**src/rtl/hex_display_ctrl_pkg.sv**
```systemverilog
// hex_ctrl_pkg: shared definitions for the two-digit display-update scheduler.
//   state_e  : controller FSM encoding
//   W_DEF    : default binary input width (max value 63 -> two BCD digits)
//   GRANT_A/B: encoding of the round-robin "last granted" requester
package hex_ctrl_pkg;

  localparam int W_DEF = 6;

  typedef enum logic [1:0] {
    S_IDLE  = 2'd0,
    S_LOAD  = 2'd1,
    S_SHIFT = 2'd2,
    S_DONE  = 2'd3
  } state_e;

  localparam logic GRANT_A = 1'b0;
  localparam logic GRANT_B = 1'b1;

endpackage

```
**src/rtl/hex_display_ctrl_if.sv**
```systemverilog
// hex_display_ctrl_if: request/ack handshake for requesters A and B plus the
// digit outputs toward the display decoders.
//   master : requester / observer side (drives req_*, data_*)
//   slave  : controller side (drives ack_*, busy, digits, blank_tens, valid)
interface hex_display_ctrl_if
  import hex_ctrl_pkg::*;
#(
  parameter int W = W_DEF
);
  logic         req_a;
  logic [W-1:0] data_a;
  logic         ack_a;
  logic         req_b;
  logic [W-1:0] data_b;
  logic         ack_b;
  logic         busy;
  logic [3:0]   digit_tens;
  logic [3:0]   digit_ones;
  logic         blank_tens;
  logic         valid;

  modport master (
    output req_a, data_a, req_b, data_b,
    input  ack_a, ack_b, busy, digit_tens, digit_ones, blank_tens, valid
  );

  modport slave (
    input  req_a, data_a, req_b, data_b,
    output ack_a, ack_b, busy, digit_tens, digit_ones, blank_tens, valid
  );
endinterface

```
**src/rtl/hex_display_ctrl_bcd_add3.sv**
```systemverilog
// bcd_add3: one correction step of the shift-add-3 binary-to-BCD conversion.
//   nib_i : BCD nibble before the shift
//   nib_o : nib_i + 3 when nib_i >= 5, else nib_i
module bcd_add3 (
  input  logic [3:0] nib_i,
  output logic [3:0] nib_o
);
  assign nib_o = (nib_i >= 4'd5) ? nib_i + 4'd3 : nib_i;
endmodule

```
**src/rtl/hex_display_ctrl.sv**
```systemverilog
// hex_display_ctrl: display-update scheduler. Round-robin arbitrates between
// requesters A and B, captures the winner's W-bit value, converts it to two
// BCD digits with a sequential shift-add-3 engine and holds the digits for the
// downstream 7-segment decoders.
//   Clock  : system clock, rising edge
//   Resetn : asynchronous active-low reset
//   bus    : slave side of hex_display_ctrl_if (req/data/ack for A and B,
//            busy, digit_tens, digit_ones, blank_tens, valid)
// Timeline from the sampling edge e0: ack in cycle after e0 (LOAD), W SHIFT
// cycles, DONE, digits update on edge e(W+2) and valid is high after it.
module hex_display_ctrl
  import hex_ctrl_pkg::*;
#(
  parameter int W        = W_DEF,
  parameter bit BLANK_LZ = 1'b1
) (
  input  logic             Clock,
  input  logic             Resetn,
  hex_display_ctrl_if.slave bus
);

  localparam int CW = (W > 1) ? $clog2(W) : 1;

  state_e         state_q;
  logic [W-1:0]   sreg_q;
  logic [7:0]     acc_q;
  logic [CW-1:0]  cnt_q;
  logic           last_q;
  logic           ack_a_q, ack_b_q, busy_q, valid_q, blank_q;
  logic [3:0]     tens_q, ones_q;

  // Round-robin: B wins if it is the only requester, or on a tie when A won last.
  logic grant_b;
  assign grant_b = bus.req_b & (~bus.req_a | (last_q == GRANT_A));

  // Shift-add-3 datapath: correct both nibbles, then shift {tens, ones, sreg}.
  logic [1:0][3:0] nib_raw, nib_adj;
  logic [7:0]      acc_d;
  logic [W-1:0]    sreg_d;
  logic            unused_tens_msb;

  assign nib_raw = acc_q;

  for (genvar g = 0; g < 2; g++) begin : g_add3
    bcd_add3 u_add3 (.nib_i(nib_raw[g]), .nib_o(nib_adj[g]));
  end

  // The tens nibble never reaches 8 for W=6, so its corrected MSB is always
  // zero and is shifted out.
  assign unused_tens_msb = nib_adj[1][3];
  assign acc_d  = {nib_adj[1][2:0], nib_adj[0], sreg_q[W-1]};
  assign sreg_d = {sreg_q[W-2:0], 1'b0};

  always_ff @(posedge Clock or negedge Resetn) begin
    if (!Resetn) begin
      state_q <= S_IDLE;
      sreg_q  <= '0;
      acc_q   <= '0;
      cnt_q   <= '0;
      last_q  <= GRANT_B;
      ack_a_q <= 1'b0;
      ack_b_q <= 1'b0;
      busy_q  <= 1'b0;
      valid_q <= 1'b0;
      tens_q  <= '0;
      ones_q  <= '0;
      blank_q <= BLANK_LZ;
    end else begin
      ack_a_q <= 1'b0;
      ack_b_q <= 1'b0;
      valid_q <= 1'b0;
      case (state_q)
        S_IDLE: begin
          if (bus.req_a | bus.req_b) begin
            state_q <= S_LOAD;
            busy_q  <= 1'b1;
            sreg_q  <= grant_b ? bus.data_b : bus.data_a;
            acc_q   <= '0;
            last_q  <= grant_b;
            ack_a_q <= ~grant_b;
            ack_b_q <= grant_b;
          end
        end
        S_LOAD: begin
          state_q <= S_SHIFT;
          cnt_q   <= CW'(W - 1);
        end
        S_SHIFT: begin
          acc_q  <= acc_d;
          sreg_q <= sreg_d;
          cnt_q  <= cnt_q - 1'b1;
          if (cnt_q == '0) state_q <= S_DONE;
        end
        S_DONE: begin
          tens_q  <= acc_q[7:4];
          ones_q  <= acc_q[3:0];
          blank_q <= BLANK_LZ & (acc_q[7:4] == 4'd0);
          valid_q <= 1'b1;
          busy_q  <= 1'b0;
          state_q <= S_IDLE;
        end
        default: state_q <= S_IDLE;
      endcase
    end
  end

  assign bus.ack_a      = ack_a_q;
  assign bus.ack_b      = ack_b_q;
  assign bus.busy       = busy_q;
  assign bus.valid      = valid_q;
  assign bus.digit_tens = tens_q;
  assign bus.digit_ones = ones_q;
  assign bus.blank_tens = blank_q;

endmodule

```
**src/flat_wrapper.sv**
```systemverilog
// flat-port wrapper written by rule: the top's interface ports become plain ports
module hex_display_ctrl_flat import hex_ctrl_pkg::*;
#(
  parameter int W        = W_DEF,
  parameter bit BLANK_LZ = 1'b1
)
  (Clock, Resetn, bus_req_a, bus_data_a, bus_req_b, bus_data_b, bus_ack_a, bus_ack_b, bus_busy, bus_digit_tens, bus_digit_ones, bus_blank_tens, bus_valid);
  hex_display_ctrl_if #(.W(W)) bus_i ();
  input  logic Clock;
  input  logic Resetn;
  input wire logic [$bits(bus_i.req_a)-1:0] bus_req_a;
  input wire logic [$bits(bus_i.data_a)-1:0] bus_data_a;
  input wire logic [$bits(bus_i.req_b)-1:0] bus_req_b;
  input wire logic [$bits(bus_i.data_b)-1:0] bus_data_b;
  output wire logic [$bits(bus_i.ack_a)-1:0] bus_ack_a;
  output wire logic [$bits(bus_i.ack_b)-1:0] bus_ack_b;
  output wire logic [$bits(bus_i.busy)-1:0] bus_busy;
  output wire logic [$bits(bus_i.digit_tens)-1:0] bus_digit_tens;
  output wire logic [$bits(bus_i.digit_ones)-1:0] bus_digit_ones;
  output wire logic [$bits(bus_i.blank_tens)-1:0] bus_blank_tens;
  output wire logic [$bits(bus_i.valid)-1:0] bus_valid;
  assign bus_i.req_a = bus_req_a;
  assign bus_i.data_a = bus_data_a;
  assign bus_i.req_b = bus_req_b;
  assign bus_i.data_b = bus_data_b;
  assign bus_ack_a = bus_i.ack_a;
  assign bus_ack_b = bus_i.ack_b;
  assign bus_busy = bus_i.busy;
  assign bus_digit_tens = bus_i.digit_tens;
  assign bus_digit_ones = bus_i.digit_ones;
  assign bus_blank_tens = bus_i.blank_tens;
  assign bus_valid = bus_i.valid;
  hex_display_ctrl #(.W(W), .BLANK_LZ(BLANK_LZ)) u_core (.Clock(Clock), .Resetn(Resetn), .bus(bus_i));
endmodule
```
**config.mk**
```make
export PLATFORM = sky130hd
export DESIGN_NAME = hex_display_ctrl_flat
export DESIGN_NICKNAME = d
export VERILOG_FILES = /design/src/rtl/hex_display_ctrl_pkg.sv /design/src/rtl/hex_display_ctrl_if.sv /design/src/rtl/hex_display_ctrl_bcd_add3.sv /design/src/rtl/hex_display_ctrl.sv /design/src/flat_wrapper.sv
export SDC_FILE = /design/constraint.sdc
export NUM_CORES = 1
export LEC_CHECK = 0
export BUFFER_PORTS_ARGS = -buffer_cell sky130_fd_sc_hd__buf_2
export CAP_MARGIN = 20
export CORE_MARGIN = 5
export CORE_UTILIZATION = 55
export DETAILED_ROUTE_END_ITERATION = 16
export PLACE_DENSITY = 0.86
export SYNTH_ARGS = -nofsm -noshare
export SYNTH_HDL_FRONTEND = slang
export SYNTH_SLANG_ARGS = --single-unit
```
**constraint.sdc**
```tcl
create_clock -name Clock -period 3.4 [get_ports Clock]
set_input_delay 0.68 -clock Clock [delete_from_list [all_inputs] [get_ports Clock]]
set_output_delay 0.68 -clock Clock [all_outputs]
set_load 0.01 [all_outputs]
```
-- Word-level counts from Yosys, hierarchy flattened
Index checks and enable logic that the tools add are counted.
- reductions and logical operators: 10
- bitwise operators: 6
- muxes and demuxes: 18
- add/sub/neg operators: 3
- equality and inequality tests: 5
- order comparisons: 2
- operators by type and width (kind ; number):
    one-hot mux 8 bit (2 select lines) ; 1
    2-to-1 mux 6 bit ; 2
    one-hot mux 6 bit (2 select lines) ; 1
    greater-or-equal comparator 4 x 3 -> 1 bit, second input constant ; 2
    2-to-1 mux 8 bit ; 1
    one-hot mux 2 bit (4 select lines) ; 1
    AND reduction 2 bit ; 4
    2-to-1 mux 1 bit ; 6
    one-hot mux 3 bit (2 select lines) ; 1
    nonzero test 2 bit ; 3
    adder 4 x 2 -> 4 bit, second input constant ; 1
    == test 2 bit, second input constant ; 2
    zero test 4 bit ; 1
    2-to-1 mux 2 bit ; 2
    2-to-1 mux 4 bit ; 1
    != test 2 x 1 -> 1 bit, second input constant ; 2
    adder 3 x 2 -> 3 bit, second input constant ; 1
    zero test 3 bit ; 1
    2-to-1 mux 3 bit ; 1
    inverter 1 bit ; 3
    subtractor 3 x 1 -> 3 bit, second input constant ; 1
    == test 2 x 1 -> 1 bit, second input constant ; 1
    zero test 2 bit ; 1
    bitwise OR 1 bit ; 2
    other kinds (2) ; 2
- bits in registers: 33
- input port bits: 16
- logic and storage cells: 56
- output and inout port bits: 13

-- Longest topological paths before layout
Gate-level depths: netlist of the first run.
- depth in word-level cells: 6
- mapped depth: 9
- mapped depth without buffers: 7

-- By module
Synthesis of the first run repeated with hierarchy kept, for this count alone.
- cell total of the unflattened synthesis: 174
- area total of the unflattened synthesis: 1878.1 sq um
- by module, submodules not included (module ; times used ; sequential area each (sq um) ; area an instance (sq um) ; cells an instance):
    hex_display_ctrl ; 1 ; 828.3 ; 1675.4 ; 142
    bcd_add3 ; 2 ; 0.0 ; 101.3 ; 16

-- Worst setup path after synthesis of the first run
OpenSTA, ideal clock, no wires.
- kind: register -> register
- start point: register u_core.state_q[0]
- end point: register u_core.sreg_q[2]
- stages on the path, launching flop included: 9
- arrival: 1.583 ns
- clock period less this slack: 1.704 ns
- required time: 3.279 ns
- setup slack: 1.696 ns
- setup time: 0.121 ns
- buffers on the path: 2
- path through: dfrtp_1 > inv_1 > ha_1 > buf_6 > or3b_1 > buf_6 > o21ai_4 > a21oi_1 > a22o_1
- word-level cells in the longest chain between the ends: 3
- elaborated cells between the ends (all ways): 6
- those cells by class: eq/ne (2); mux (1); reduce/logical (3)
- RTL lines (element ; line ; RTL):
    start: declaration ; hex_display_ctrl.sv:24 ; state_e state_q;
    start signal: assignment ; hex_display_ctrl.sv:56 ; state_q <= S_IDLE;
    start signal: assignment ; hex_display_ctrl.sv:75 ; state_q <= S_LOAD;
    start signal: assignment ; hex_display_ctrl.sv:85 ; state_q <= S_SHIFT;
    == test 2 bit or zero test 2 bit (tied branches) ; hex_display_ctrl.sv:72 ; case (state_q)
    nonzero test 2 bit (no line) or != test 2 x 1 -> 1 bit (tied branches) ; n/a ;
    AND reduction 2 bit (no line) ; n/a ;
    end signal: assignment ; hex_display_ctrl.sv:77 ; sreg_q <= grant_b ? bus.data_b : bus.data_a;
    end signal: assignment ; hex_display_ctrl.sv:90 ; sreg_q <= sreg_d;
    end: declaration ; hex_display_ctrl.sv:25 ; logic [W-1:0] sreg_q;
Several ways; a longest one is shown, not always the timed one.
A chain may end at the register's enable or synchronous reset.

-- Final worst setup path of the first run
Ends and elaborated chain as after synthesis.

==> key figures, run 1 <==
Critical path
  • Required time of the critical path: 3.63 ns
  • Critical path data arrival time: 2.28 ns
  • Category of the critical setup timing path: register to register
  • Worst reg2reg path endpoint: u_core.sreg_q[2]$_DFFE_PN0P_
  • Setup slack, reg-to-reg: 1.35 ns
  • Reg2Reg Launch Point: u_core.state_q[0]$_DFFE_PN0P_
  • Biggest fanout along the worst timing path: 19
  • Worst Reg2Reg Path Length in Cells: 6
  • Worst Setup Start Kind: register
  • Crit. End Element: register

Synth
  • Yosys warning count: 0
  • Number of storage elements in the synthesis netlist: 33
  • Cell Area, Synth: 1650 µm²
  • Distinct cell type count of the synthesized netlist: 37
  • Yosys top cell by area: sky130_fd_sc_hd__dfrtp_1
  • Share of the yosys chip area belonging to registers: 50.2%
  • Mean area per synthesized cell: 11.1 µm²
  • Top cells by area in the synthesized netlist: sky130_fd_sc_hd__dfrtp_1 (47%), sky130_fd_sc_hd__mux2_2 (7.5%), sky130_fd_sc_hd__ha_1 (6.8%)
  • Proportion of netlist area held by the largest area contributor: 47.0%
  • Synth Instances: 149
  • Net Count, Synth: 174

Power and ir drop
  • Power consumption: 1440 µW
  • Power per Cell Area: 789 nW/µm²
  • Worst VDD drop: 0.602 mV
  • Total leakage power: 0.000921 µW

Placed design
  • Cell area after placement: 1780 µm²
  • Placed wire-length estimate: 2270 µm
  • I/O Buffers: 28
  • RD Place Congestion: 0.815

Clock network
  • Reg clk slew, reported paths: 0.09 ns
  • Deepest level of the CTS H-tree: 2
  • # hold bufs at CTS: 0
  • Cell at the root of the clock tree: sky130_fd_sc_hd__clkbuf_4
  • Clock net sink count: 33
  • Maximum clock path buffer count: 2
  • Post_cts resized: 0
  • CTS tree: yes
  • Number of buffers inserted during clock tree synthesis: 5
  • Clock latency at the later pin of the worst-skew pair: 0.33 ns
  • Buffers inserted by post-CTS timing repair: 0

Global route
  • Pin count of the biggest net entering global routing: 34
  • Global-route wire length before repair: 5260 µm
  • Total gr overflow: 0
  • Initial antenna violation count: 0
  • Vias in the first global route: 1,204
  • GRT Resource Usage Total: 16.5%

Die
  • Top Ports: 29
  • Die Outline Area: 4190 µm²
  • Starting utilization of the core area: 58.8%
  • Die Wd: 64.8 µm
  • Die height: 64.8 µm
  • Core Region: 2810 µm²
  • Number of rows created at floorplan: 19

Timing
  • Final setup violating endpoints: 0
  • RSZ-0062 raised after global routing: false
  • Final-layout setup total negative slack: 0 ns
  • Max Clock Skew: 0.00952 ns
  • Clock period minus worst slack: 2.05 ns
  • Fmax: 488 MHz
  • Final Cycle Share: 60.3%
  • Number of max-slew violations in the final report: 0
  • Hold violation count in the final report: 0
  • Worst rel slew slack: 50.0%
  • Tightest Pin Transition: 0.749 ns

Run
  • Number of max-capacitance violations reported: 0

Drt
  • Count of TritonRoute iterations in the first routing pass: 4
  • Per-cell routed wire length: 14.6 µm
  • Via total after detailed routing: 1,180
  • Post-route antenna net violation count: 0
  • DRC violation count after routing: 0
  • Final wirelength: 3060 µm
  • Via/cell ratio: 5.62
  • Initial detailed-routing violation count: 68

Layout
  • Diode count: 0
  • Area grow syn2layout: 10.8%
  • FILL cells: 230
  • Finished Cell Area: 1830 µm²
  • Layout cells sized above 1: 27.9%
  • Post-layout nets: 203

Run status
  • Outcome: complete, no violations

Min path
  • Class of the worst hold path: primary input to async pin
-- flip-flops by register name, indices dropped and copies added, names as in the netlist --
signal	count
u_core.acc_q	8
u_core.bus.ack_a	1
u_core.bus.ack_b	1
u_core.bus.blank_tens	1
u_core.bus.busy	1
u_core.bus.digit_ones	4
u_core.bus.digit_tens	4
u_core.bus.valid	1
u_core.cnt_q	3
u_core.last_q	1
u_core.sreg_q	6
u_core.state_q	2
-- report_power, final --
| part | total (µW) | internal, µW | switching [µW] |
|---|---|---|---|
| Combinational | 634 | 271 | 364 |
| Sequential | 605 | 531 | 74.5 |
| Clock | 202 | 82.3 | 120 |
-- synth_stat cells --
cell type / number
sky130_fd_sc_hd__dfrtp_1: 31
sky130_fd_sc_hd__inv_1: 15
sky130_fd_sc_hd__nand2_1: 12
sky130_fd_sc_hd__mux2_2: 11
sky130_fd_sc_hd__a21oi_1: 10
sky130_fd_sc_hd__ha_1: 9
sky130_fd_sc_hd__o21ai_0: 6
sky130_fd_sc_hd__mux2i_1: 4
sky130_fd_sc_hd__nand3_1: 4
sky130_fd_sc_hd__o21ai_1: 4
sky130_fd_sc_hd__o31ai_1: 4
sky130_fd_sc_hd__a22o_1: 3
sky130_fd_sc_hd__and3_1: 3
sky130_fd_sc_hd__nor2_1: 3
sky130_fd_sc_hd__a31oi_1: 2
sky130_fd_sc_hd__buf_6: 2
sky130_fd_sc_hd__clkbuf_1: 2
sky130_fd_sc_hd__dfstp_2: 2
sky130_fd_sc_hd__nand2b_1: 2
sky130_fd_sc_hd__nor3b_1: 2
sky130_fd_sc_hd__xnor2_1: 2
sky130_fd_sc_hd__a21boi_2: 1
sky130_fd_sc_hd__a221oi_2: 1
sky130_fd_sc_hd__a32o_1: 1
sky130_fd_sc_hd__and2_1: 1
sky130_fd_sc_hd__buf_1: 1
sky130_fd_sc_hd__buf_8: 1
sky130_fd_sc_hd__nand3b_1: 1
sky130_fd_sc_hd__nand4_1: 1
sky130_fd_sc_hd__nor2_2: 1
sky130_fd_sc_hd__o21a_1: 1
sky130_fd_sc_hd__o21ai_4: 1
sky130_fd_sc_hd__o22a_1: 1
sky130_fd_sc_hd__o311ai_0: 1
sky130_fd_sc_hd__o32ai_1: 1
sky130_fd_sc_hd__or3b_1: 1
sky130_fd_sc_hd__xor2_1: 1
-- kinds of logic after synthesis --
| family | synth area share, % |
|---|---|
| AO/OA/AOI/OAI | 15.5 |
| XOR/XNOR | 1.59 |
| adder cells (fa/ha/maj) | 6.83 |
| buffers and inverters | 6.37 |
| flip-flops | 50.2 |
| multiplexers | 9.94 |
| AND/OR/NAND/NOR | 9.56 |
-- critical path: stages, from the launching register on --
cell                      delay, ns
sky130_fd_sc_hd__dfrtp_1       0.41
sky130_fd_sc_hd__inv_1         0.09
sky130_fd_sc_hd__ha_1          0.36
sky130_fd_sc_hd__or3b_1        0.53
sky130_fd_sc_hd__o21ai_4       0.26
sky130_fd_sc_hd__a21oi_1       0.08
sky130_fd_sc_hd__a22o_1        0.23
-- worst max-delay path by stage --
stage / startpoint / endpoint / slack, ns / cells past startpoint
floorplan: u_core.state_q[0]$_DFFE_PN0P_ / u_core.sreg_q[2]$_DFFE_PN0P_ / 1.70 / 8
CTS: u_core.state_q[0]$_DFFE_PN0P_ / u_core.sreg_q[0]$_DFFE_PN0P_ / 1.36 / 6
detailed placement: u_core.state_q[0]$_DFFE_PN0P_ / u_core.sreg_q[0]$_DFFE_PN0P_ / 1.38 / 6
global placement: bus_req_b / u_core.sreg_q[2]$_DFFE_PN0P_ / 1.43 / 5
global route: u_core.state_q[0]$_DFFE_PN0P_ / u_core.sreg_q[2]$_DFFE_PN0P_ / 1.15 / 6
finish: u_core.state_q[0]$_DFFE_PN0P_ / u_core.sreg_q[2]$_DFFE_PN0P_ / 1.35 / 6
-- cell usage in the layout, fill, tap and decap left out, types with 2 or more instances in the layout --
master,count
sky130_fd_sc_hd__a21oi_1,10
sky130_fd_sc_hd__a22o_1,3
sky130_fd_sc_hd__a31oi_1,2
sky130_fd_sc_hd__and3_1,3
sky130_fd_sc_hd__buf_2,28
sky130_fd_sc_hd__clkbuf_1,3
sky130_fd_sc_hd__clkbuf_4,5
sky130_fd_sc_hd__dfrtp_1,31
sky130_fd_sc_hd__dfstp_2,2
sky130_fd_sc_hd__ha_1,9
sky130_fd_sc_hd__inv_1,15
sky130_fd_sc_hd__mux2_2,11
sky130_fd_sc_hd__mux2i_1,4
sky130_fd_sc_hd__nand2_1,12
sky130_fd_sc_hd__nand2b_1,2
sky130_fd_sc_hd__nand3_1,4
sky130_fd_sc_hd__nor2_1,3
sky130_fd_sc_hd__nor3b_1,2
sky130_fd_sc_hd__o21ai_0,6
sky130_fd_sc_hd__o21ai_1,4
sky130_fd_sc_hd__o31ai_1,4
sky130_fd_sc_hd__xnor2_1,2
-- metal layers --
metal / GRT usage (%) / up-vias / share of wire (%)
met5: 0 / - / 0
met4: 9.50 / 0 / 1.9
met3: 4.66 / 8 / 4.7
met2: 29.0 / 29 / 52
met1: 17.8 / 564 / 41
li1: - / 579 / -
-- layout make-up --
class	instances	area (µm²)	area share [%]
Sequential cell	33	828	45.3
Timing Repair Buffer	28	140	7.67
Inverter	15	56.3	3.08
Clock buffer	8	48.8	2.67
Multi-Input combinational cell	95	716	39.2
Tap cell	31	38.8	2.12
-- per-stage QoR --
stage	utilization, %	worst slack [ns]	cells	hold WS (ns)
after detailed placement	63.4	1.38	202	0.470
final	65.2	1.35	210	0.382
after global routing	65.2	1.15	210	0.428
after CTS	65.2	1.36	210	0.397
after floorplan	-	1.70	149	0.384
after global placement	63.4	1.43	202	0.462
No activity file was read; power rests on OpenSTA's default activity.
==> run 2, diff against run 1 <==
==> constraint.sdc (replaced) <==
create_clock -name Clock -period 2.12 [get_ports Clock]
set_input_delay 0.424 -clock Clock [delete_from_list [all_inputs] [get_ports Clock]]
set_output_delay 0.424 -clock Clock [all_outputs]
set_load 0.01 [all_outputs]
==> run 2 against run 1 <==
Die area stayed put. Global-route usage rose by 0.39 points. Utilization is 1.6 points higher. Worst setup slack lost 1.1 ns. Cell area grew 2.4%. Total power increased by 69%. Final cell count increased by 1.4%. Critical path depth stayed put. Combinational power up 69%. Routed wire length up 4.8%. Register-to-register slack worse by 1.1 ns. Largest power group unchanged. Highest routed layer unchanged.
==> key figures, run 2 (synthesized netlist as in run 1, its figures left out) <==
Timing
  • Number of max-slew violations in the final report: 0 (unchanged)
  • RSZ-0062 raised after global routing: false
  • Tightest Pin Transition: 0.710 ns (-0.0396 ns)
  • Final setup violating endpoints: 0 (unchanged)
  • Final-layout setup total negative slack: 0 ns (unchanged)
  • Clock period minus worst slack: 1.87 ns (-0.180 ns)
  • Worst rel slew slack: 52.7% (+2.6 points)
  • Final Cycle Share: 88.2% (+28 points)
  • Max Clock Skew: 0.0102 ns (+0.000642 ns)
  • Fmax: 535 MHz (+9.6%)
  • Hold violation count in the final report: 0 (unchanged)

Global route
  • Pin count of the biggest net entering global routing: 34 (unchanged)
  • Global-route wire length before repair: 5400 µm (+2.5%)
  • Vias in the first global route: 1,242 (+3.2%)
  • Initial antenna violation count: 0 (unchanged)
  • Total gr overflow: 0 (unchanged)
  • GRT Resource Usage Total: 16.9% (+0.39 points)

Die
  • Die Wd: 64.8 µm (unchanged)
  • Number of rows created at floorplan: 19 (unchanged)
  • Die Outline Area: 4190 µm² (unchanged)
  • Starting utilization of the core area: 58.8% (unchanged)
  • Core Region: 2810 µm² (unchanged)
  • Die height: 64.8 µm (unchanged)
  • Top Ports: 29 (unchanged)

Power and ir drop
  • Worst VDD drop: 0.855 mV (+42%)
  • Internal power component: 1500 µW (+70%)
  • Power consumption: 2440 µW (+69%)
  • Total leakage power: 0.000951 µW (+3.2%)
  • Combinational share of power: 43.8% (-0.2 points)
  • Clock network power share: 16.1% (+2.1 points)
  • Power share of the sequential group: 40.1% (-1.9 points)
  • Switching part of the total power: 38.5% (-0.22 points)
  • Sw power: 941 µW (+68%)
  • Power per Cell Area: 1310 nW/µm² (+65%)

Critical path
  • Worst Setup Start Kind: register
  • Cell with the biggest individual delay on the critical path: sky130_fd_sc_hd__or3b_1
  • Family with the most delay on the worst path: compound AO/OA/AOI/OAI gates
  • Required time of the critical path: 2.34 ns (-1.29 ns)
  • Category of the critical setup timing path: register to register
  • Number of buffer and inverter stages on the critical path: 1 (unchanged)
  • Max stage delay on crit path: 0.50 ns (-0.03 ns)
  • Critical-path cell list: inv_1 -> ha_1 -> or3b_1 -> o21ai_4 -> a21oi_1 -> a22o_1
  • Biggest fanout along the worst timing path: 19 (unchanged)
  • Crit. End Element: register
  • Critical path data arrival time: 2.09 ns (-0.19 ns)

Layout
  • Most frequent standard cell in the layout excluding fill and tap cells: sky130_fd_sc_hd__dfrtp_1
  • Max FFs per register: 8 (unchanged)
  • Layout cells sized above 1: 30.8% (+2.8 points)
  • Area grow syn2layout: 13.5%
  • Diode count: 0 (unchanged)
  • Final std cells w/o fill: 213 (+1.4%)
  • Post-layout nets: 206 (+1.5%)
  • Most used cells in the layout excluding fill and tap cells: sky130_fd_sc_hd__dfrtp_1 (31), sky130_fd_sc_hd__buf_2 (28), sky130_fd_sc_hd__inv_1 (15), sky130_fd_sc_hd__nand2_1 (12), sky130_fd_sc_hd__mux2_2 (11)
  • Top flop regs: u_core.acc_q (8), u_core.sreg_q (6)
  • Register with the most flip-flops: u_core.acc_q
  • FILL cells: 223 (-3.0%)

Drt
  • Count of TritonRoute iterations in the first routing pass: 4 (unchanged)
  • Per-cell routed wire length: 15.1 µm (+3.4%)
  • Final wirelength: 3210 µm (+4.8%)
  • Via total after detailed routing: 1,217 (+3.1%)
  • Initial detailed-routing violation count: 36 (-47%)
  • Via/cell ratio: 5.71 (+1.7%)
  • DRC violation count after routing: 0 (unchanged)
  • Post-route antenna net violation count: 0 (unchanged)

Clock network
  • # hold bufs at CTS: 0 (unchanged)
  • CTS tree: yes
  • Cell at the root of the clock tree: sky130_fd_sc_hd__clkbuf_4
  • Deepest level of the CTS H-tree: 2 (unchanged)
  • Post_cts resized: 0 (unchanged)
  • Clock latency at the later pin of the worst-skew pair: 0.33 ns (about the same)
  • Clock net sink count: 33 (unchanged)
  • Buffers inserted by post-CTS timing repair: 0 (unchanged)
  • Number of buffers inserted during clock tree synthesis: 5 (unchanged)
  • Maximum clock path buffer count: 2 (unchanged)
  • Reg clk slew, reported paths: 0.10 ns (about the same)

Placed design
  • RD Place Congestion: 0.828 (+1.6%)
  • Cell count after placement: 205 (+1.5%)
  • Placed wire-length estimate: 2450 µm (+8.0%)
  • I/O Buffers: 28 (unchanged)

Run status
  • Outcome: complete, no violations

Run
  • Number of max-capacitance violations reported: 0 (unchanged)

Min path
  • Class of the worst hold path: primary input to async pin
[run 2: power groups by stage]
stage                     sequential [µW]  combinational, µW  clock, µW
after floorplan                       994                818          0
after global placement                971               1000          0
after detailed placement              989               1080          0
after CTS                             980               1080        403
after global routing                 1000               1180        439
final                                 980               1070        395
[run 2: worst reg2reg max path, delay by kind of cell (launching register included)]
| family | cells | cell delay (ns) |
|---|---|---|
| AO/OA/AOI/OAI | 3 | 0.58 |
| AND/OR/NAND/NOR | 1 | 0.50 |
| flip-flops | 1 | 0.41 |
| adder cells (fa/ha/maj) | 1 | 0.17 |
| buffers and inverters | 1 | 0.10 |
[run 2: layout make-up]
type / instances / area, µm² / share of cell area, %
multi-input cells: 95 / 716 / 38.2
clock buffers: 7 / 65.1 / 3.48
well taps: 31 / 38.8 / 2.07
clock inverters: 1 / 5.00 / 0.267
flip-flops and latches: 33 / 828 / 44.3
inverters: 15 / 56.3 / 3.01
repair buffers: 31 / 163 / 8.69
[run 2: path summary, 6_finish.rpt]
kind / startpoint / end / slack (ns) / cells after the start
hold reg to reg: u_core.sreg_q[4]$_DFFE_PN0P_ / u_core.sreg_q[4]$_DFFE_PN0P_ / 0.50 / 2
min in group Clock: bus_req_a / u_core.last_q$_DFFE_PN1P_ / 0.33 / 2
setup reg to reg: u_core.state_q[0]$_DFFE_PN0P_ / u_core.sreg_q[2]$_DFFE_PN0P_ / 0.25 / 6
hold / removal: Resetn / u_core.acc_q[5]$_DFFE_PN0P_ / 0.13 / 1
setup / recovery: u_core.state_q[0]$_DFFE_PN0P_ / u_core.sreg_q[2]$_DFFE_PN0P_ / 0.25 / 6
max in group asynchronous: Resetn / u_core.sreg_q[5]$_DFFE_PN0P_ / 1.53 / 1
[run 2: metrics by stage]
| stage | instance area (µm²) | worst slack [ns] | hold WS [ns] | util, % |
|---|---|---|---|---|
| 5_1_grt | 1870 | 0.122 | 0.180 | 66.7 |
| 3_3_place_gp | 1800 | 0.403 | 0.463 | 64.2 |
| 6_report | 1870 | 0.250 | 0.128 | 66.7 |
| 4_1_cts | 1870 | 0.267 | 0.142 | 66.7 |
| 3_5_place_dp | 1800 | 0.275 | 0.480 | 64.2 |
| 2_1_floorplan | 1650 | 0.416 | 0.128 | - |
[run 2: routing by layer]
layer  part of all wire (%)  track usage [%]
met5                      0                0
met4                    2.1             8.97
met3                    4.5             5.35
met2                     53             29.8
met1                     41             18.1
==> run 3, diff against run 2 <==
--- a/config.mk
+++ b/config.mk
@@ -10,7 +10,7 @@
 export CORE_MARGIN = 5
 export CORE_UTILIZATION = 55
 export DETAILED_ROUTE_END_ITERATION = 16
-export PLACE_DENSITY = 0.86
+export PLACE_DENSITY = 0.81
 export SYNTH_ARGS = -nofsm -noshare
 export SYNTH_HDL_FRONTEND = slang
 export SYNTH_SLANG_ARGS = --single-unit
==> run 3 against run 2 <==
Routed wire length down 6.7%. Fmax up 2.2%. Worst setup slack better by 0.040 ns. Non-clock buffer count unchanged. Utilization down 0.40 points. Register-to-register slack better by 0.04 ns. Final cell count unchanged. Die area unchanged. Clock skew up 0.0091 ns. Highest routed layer unchanged.
==> key figures, run 3 (synthesized netlist as in run 1, its figures left out) <==
Placed design
  • I/O Buffers: 28 (unchanged)
  • Placed wire-length estimate: 2270 µm (-7.5%)
  • RD Place Congestion: 0.827 (-0.11%)

Clock network
  • Clock net sink count: 33 (unchanged)
  • Clock latency at the later pin of the worst-skew pair: 0.33 ns (about the same)
  • Post_cts resized: 0 (unchanged)
  • # hold bufs at CTS: 0 (unchanged)
  • Deepest level of the CTS H-tree: 2 (unchanged)
  • Buffers inserted by post-CTS timing repair: 0 (unchanged)
  • Cell at the root of the clock tree: sky130_fd_sc_hd__clkbuf_4
  • Reg clk slew, reported paths: 0.10 ns (about the same)
  • Number of buffers inserted during clock tree synthesis: 5 (unchanged)
  • Maximum clock path buffer count: 2 (unchanged)
  • CTS tree: yes

Layout
  • Layout cells sized above 1: 29.7% (-1.1 points)
  • Diode count: 0 (unchanged)
  • Most frequent standard cell in the layout excluding fill and tap cells: sky130_fd_sc_hd__dfrtp_1
  • Most used cells in the layout excluding fill and tap cells: sky130_fd_sc_hd__dfrtp_1 (31), sky130_fd_sc_hd__buf_2 (28), sky130_fd_sc_hd__inv_1 (15), sky130_fd_sc_hd__nand2_1 (12), sky130_fd_sc_hd__mux2_2 (11)
  • Register with the most flip-flops: u_core.acc_q
  • Top flop regs: u_core.acc_q (8), u_core.sreg_q (6)
  • FILL cells: 221 (-0.90%)
  • Post-layout nets: 206 (unchanged)
  • Max FFs per register: 8 (unchanged)
  • Area grow syn2layout: 12.8%
  • Multi-input gate area in the final layout: 716 µm² (unchanged)
  • Sequential cell area: 828 µm² (unchanged)

Global route
  • Pin count of the biggest net entering global routing: 34 (unchanged)
  • Vias in the first global route: 1,208 (-2.7%)
  • Initial antenna violation count: 0 (unchanged)
  • Global-route wire length before repair: 5200 µm (-3.7%)
  • GRT Resource Usage Total: 16.2% (-0.74 points)
  • Total gr overflow: 0 (unchanged)

Timing
  • RSZ-0062 raised after global routing: false
  • Hold violation count in the final report: 0 (unchanged)
  • Worst rel slew slack: 53.7% (+1.0 points)
  • Final-layout setup total negative slack: 0 ns (unchanged)
  • Tightest Pin Transition: 0.695 ns (-0.0151 ns)
  • Final Cycle Share: 86.3% (-1.9 points)
  • Max Clock Skew: 0.0193 ns (+0.00912 ns)
  • Number of max-slew violations in the final report: 0 (unchanged)
  • Clock period minus worst slack: 1.83 ns (-0.0404 ns)
  • Fmax: 547 MHz (+2.2%)
  • Final setup violating endpoints: 0 (unchanged)

Die
  • Die height: 64.8 µm (unchanged)
  • Core Region: 2810 µm² (unchanged)
  • Starting utilization of the core area: 58.8% (unchanged)
  • Top Ports: 29 (unchanged)
  • Die Wd: 64.8 µm (unchanged)
  • Number of rows created at floorplan: 19 (unchanged)
  • Die Outline Area: 4190 µm² (unchanged)

Power and ir drop
  • Power consumption: 2380 µW (-2.5%)
  • Worst VDD drop: 0.648 mV (-24%)
  • Total leakage power: 0.000942 µW (-0.92%)
  • Power per Cell Area: 1280 nW/µm² (-2.0%)

Drt
  • Via/cell ratio: 5.68 (-0.66%)
  • Initial detailed-routing violation count: 83 (+130%)
  • DRC violation count after routing: 0 (unchanged)
  • Via total after detailed routing: 1,209 (-0.66%)
  • Per-cell routed wire length: 14.1 µm (-6.7%)
  • Final wirelength: 2990 µm (-6.7%)
  • Post-route antenna net violation count: 0 (unchanged)
  • Count of TritonRoute iterations in the first routing pass: 4 (unchanged)

Critical path
  • Category of the critical setup timing path: register to register
  • Worst Setup Start Kind: register
  • Reg2Reg Launch Point: u_core.state_q[0]$_DFFE_PN0P_
  • Worst reg2reg path endpoint: u_core.sreg_q[2]$_DFFE_PN0P_
  • Setup slack, reg-to-reg: 0.29 ns (+0.04 ns)
  • Critical path data arrival time: 2.05 ns (-0.04 ns)
  • Biggest fanout along the worst timing path: 19 (unchanged)
  • Worst Reg2Reg Path Length in Cells: 6 (unchanged)
  • Launching element of the worst setup path: u_core.state_q[0]$_DFFE_PN0P_
  • Crit. End Element: register
  • Required time of the critical path: 2.34 ns (about the same)

Run
  • Number of max-capacitance violations reported: 0 (unchanged)

Min path
  • Class of the worst hold path: primary input to async pin

Run status
  • Outcome: complete, no violations
## run 3: worst max-delay path by stage
stage | end
after floorplan | u_core.sreg_q[2]$_DFFE_PN0P_
after global placement | u_core.sreg_q[2]$_DFFE_PN0P_
after detailed placement | u_core.sreg_q[2]$_DFFE_PN0P_
after CTS | u_core.sreg_q[2]$_DFFE_PN0P_
after global routing | u_core.sreg_q[2]$_DFFE_PN0P_
final | u_core.sreg_q[2]$_DFFE_PN0P_
## run 3: worst max-delay path, stage by stage (launching register included)
cell and delay (ns):
sky130_fd_sc_hd__dfrtp_1 0.42, sky130_fd_sc_hd__inv_1 0.09, sky130_fd_sc_hd__ha_1 0.16, sky130_fd_sc_hd__or3b_1 0.50
sky130_fd_sc_hd__o21ai_4 0.26, sky130_fd_sc_hd__a21oi_1 0.08, sky130_fd_sc_hd__a22o_1 0.22
## run 3: final cells by class
class / count / area share, %
Multi-Input combinational cell: 95 / 38.5
Clock buffer: 8 / 3.16
Inverter: 15 / 3.03
Sequential cell: 33 / 44.5
Timing Repair Buffer: 31 / 8.74
Tap cell: 31 / 2.08
## run 3: where the power goes
group          switching [µW]  leakage (µW)  total, µW  internal, µW
clock                     188     0.0000326        352           164
combinational             596      0.000488       1060           459
sequential                124      0.000421        975           852
## run 3: routing by layer
layer  global-route usage (%)  wire length (µm)  vias to the layer above
met4                     9.50                52                        0
li1                         -                 -                      584
met5                        0                 0                        -
met2                     27.5              1520                       25
met3                     4.66               154                        7
met1                     18.1              1260                      593
## run 3: through the flow
stage | hold WS (ns) | util [%] | instance area [µm²] | setup slack, ns | instances
finish | 0.136 | 66.3 | 1860 | 0.290 | 213
global placement | 0.464 | 64.2 | 1800 | 0.403 | 205
floorplan | 0.128 | - | 1650 | 0.416 | 149
detailed placement | 0.480 | 64.2 | 1800 | 0.309 | 205
global route | 0.176 | 66.3 | 1860 | 0.152 | 213
CTS | 0.142 | 66.3 | 1860 | 0.291 | 213
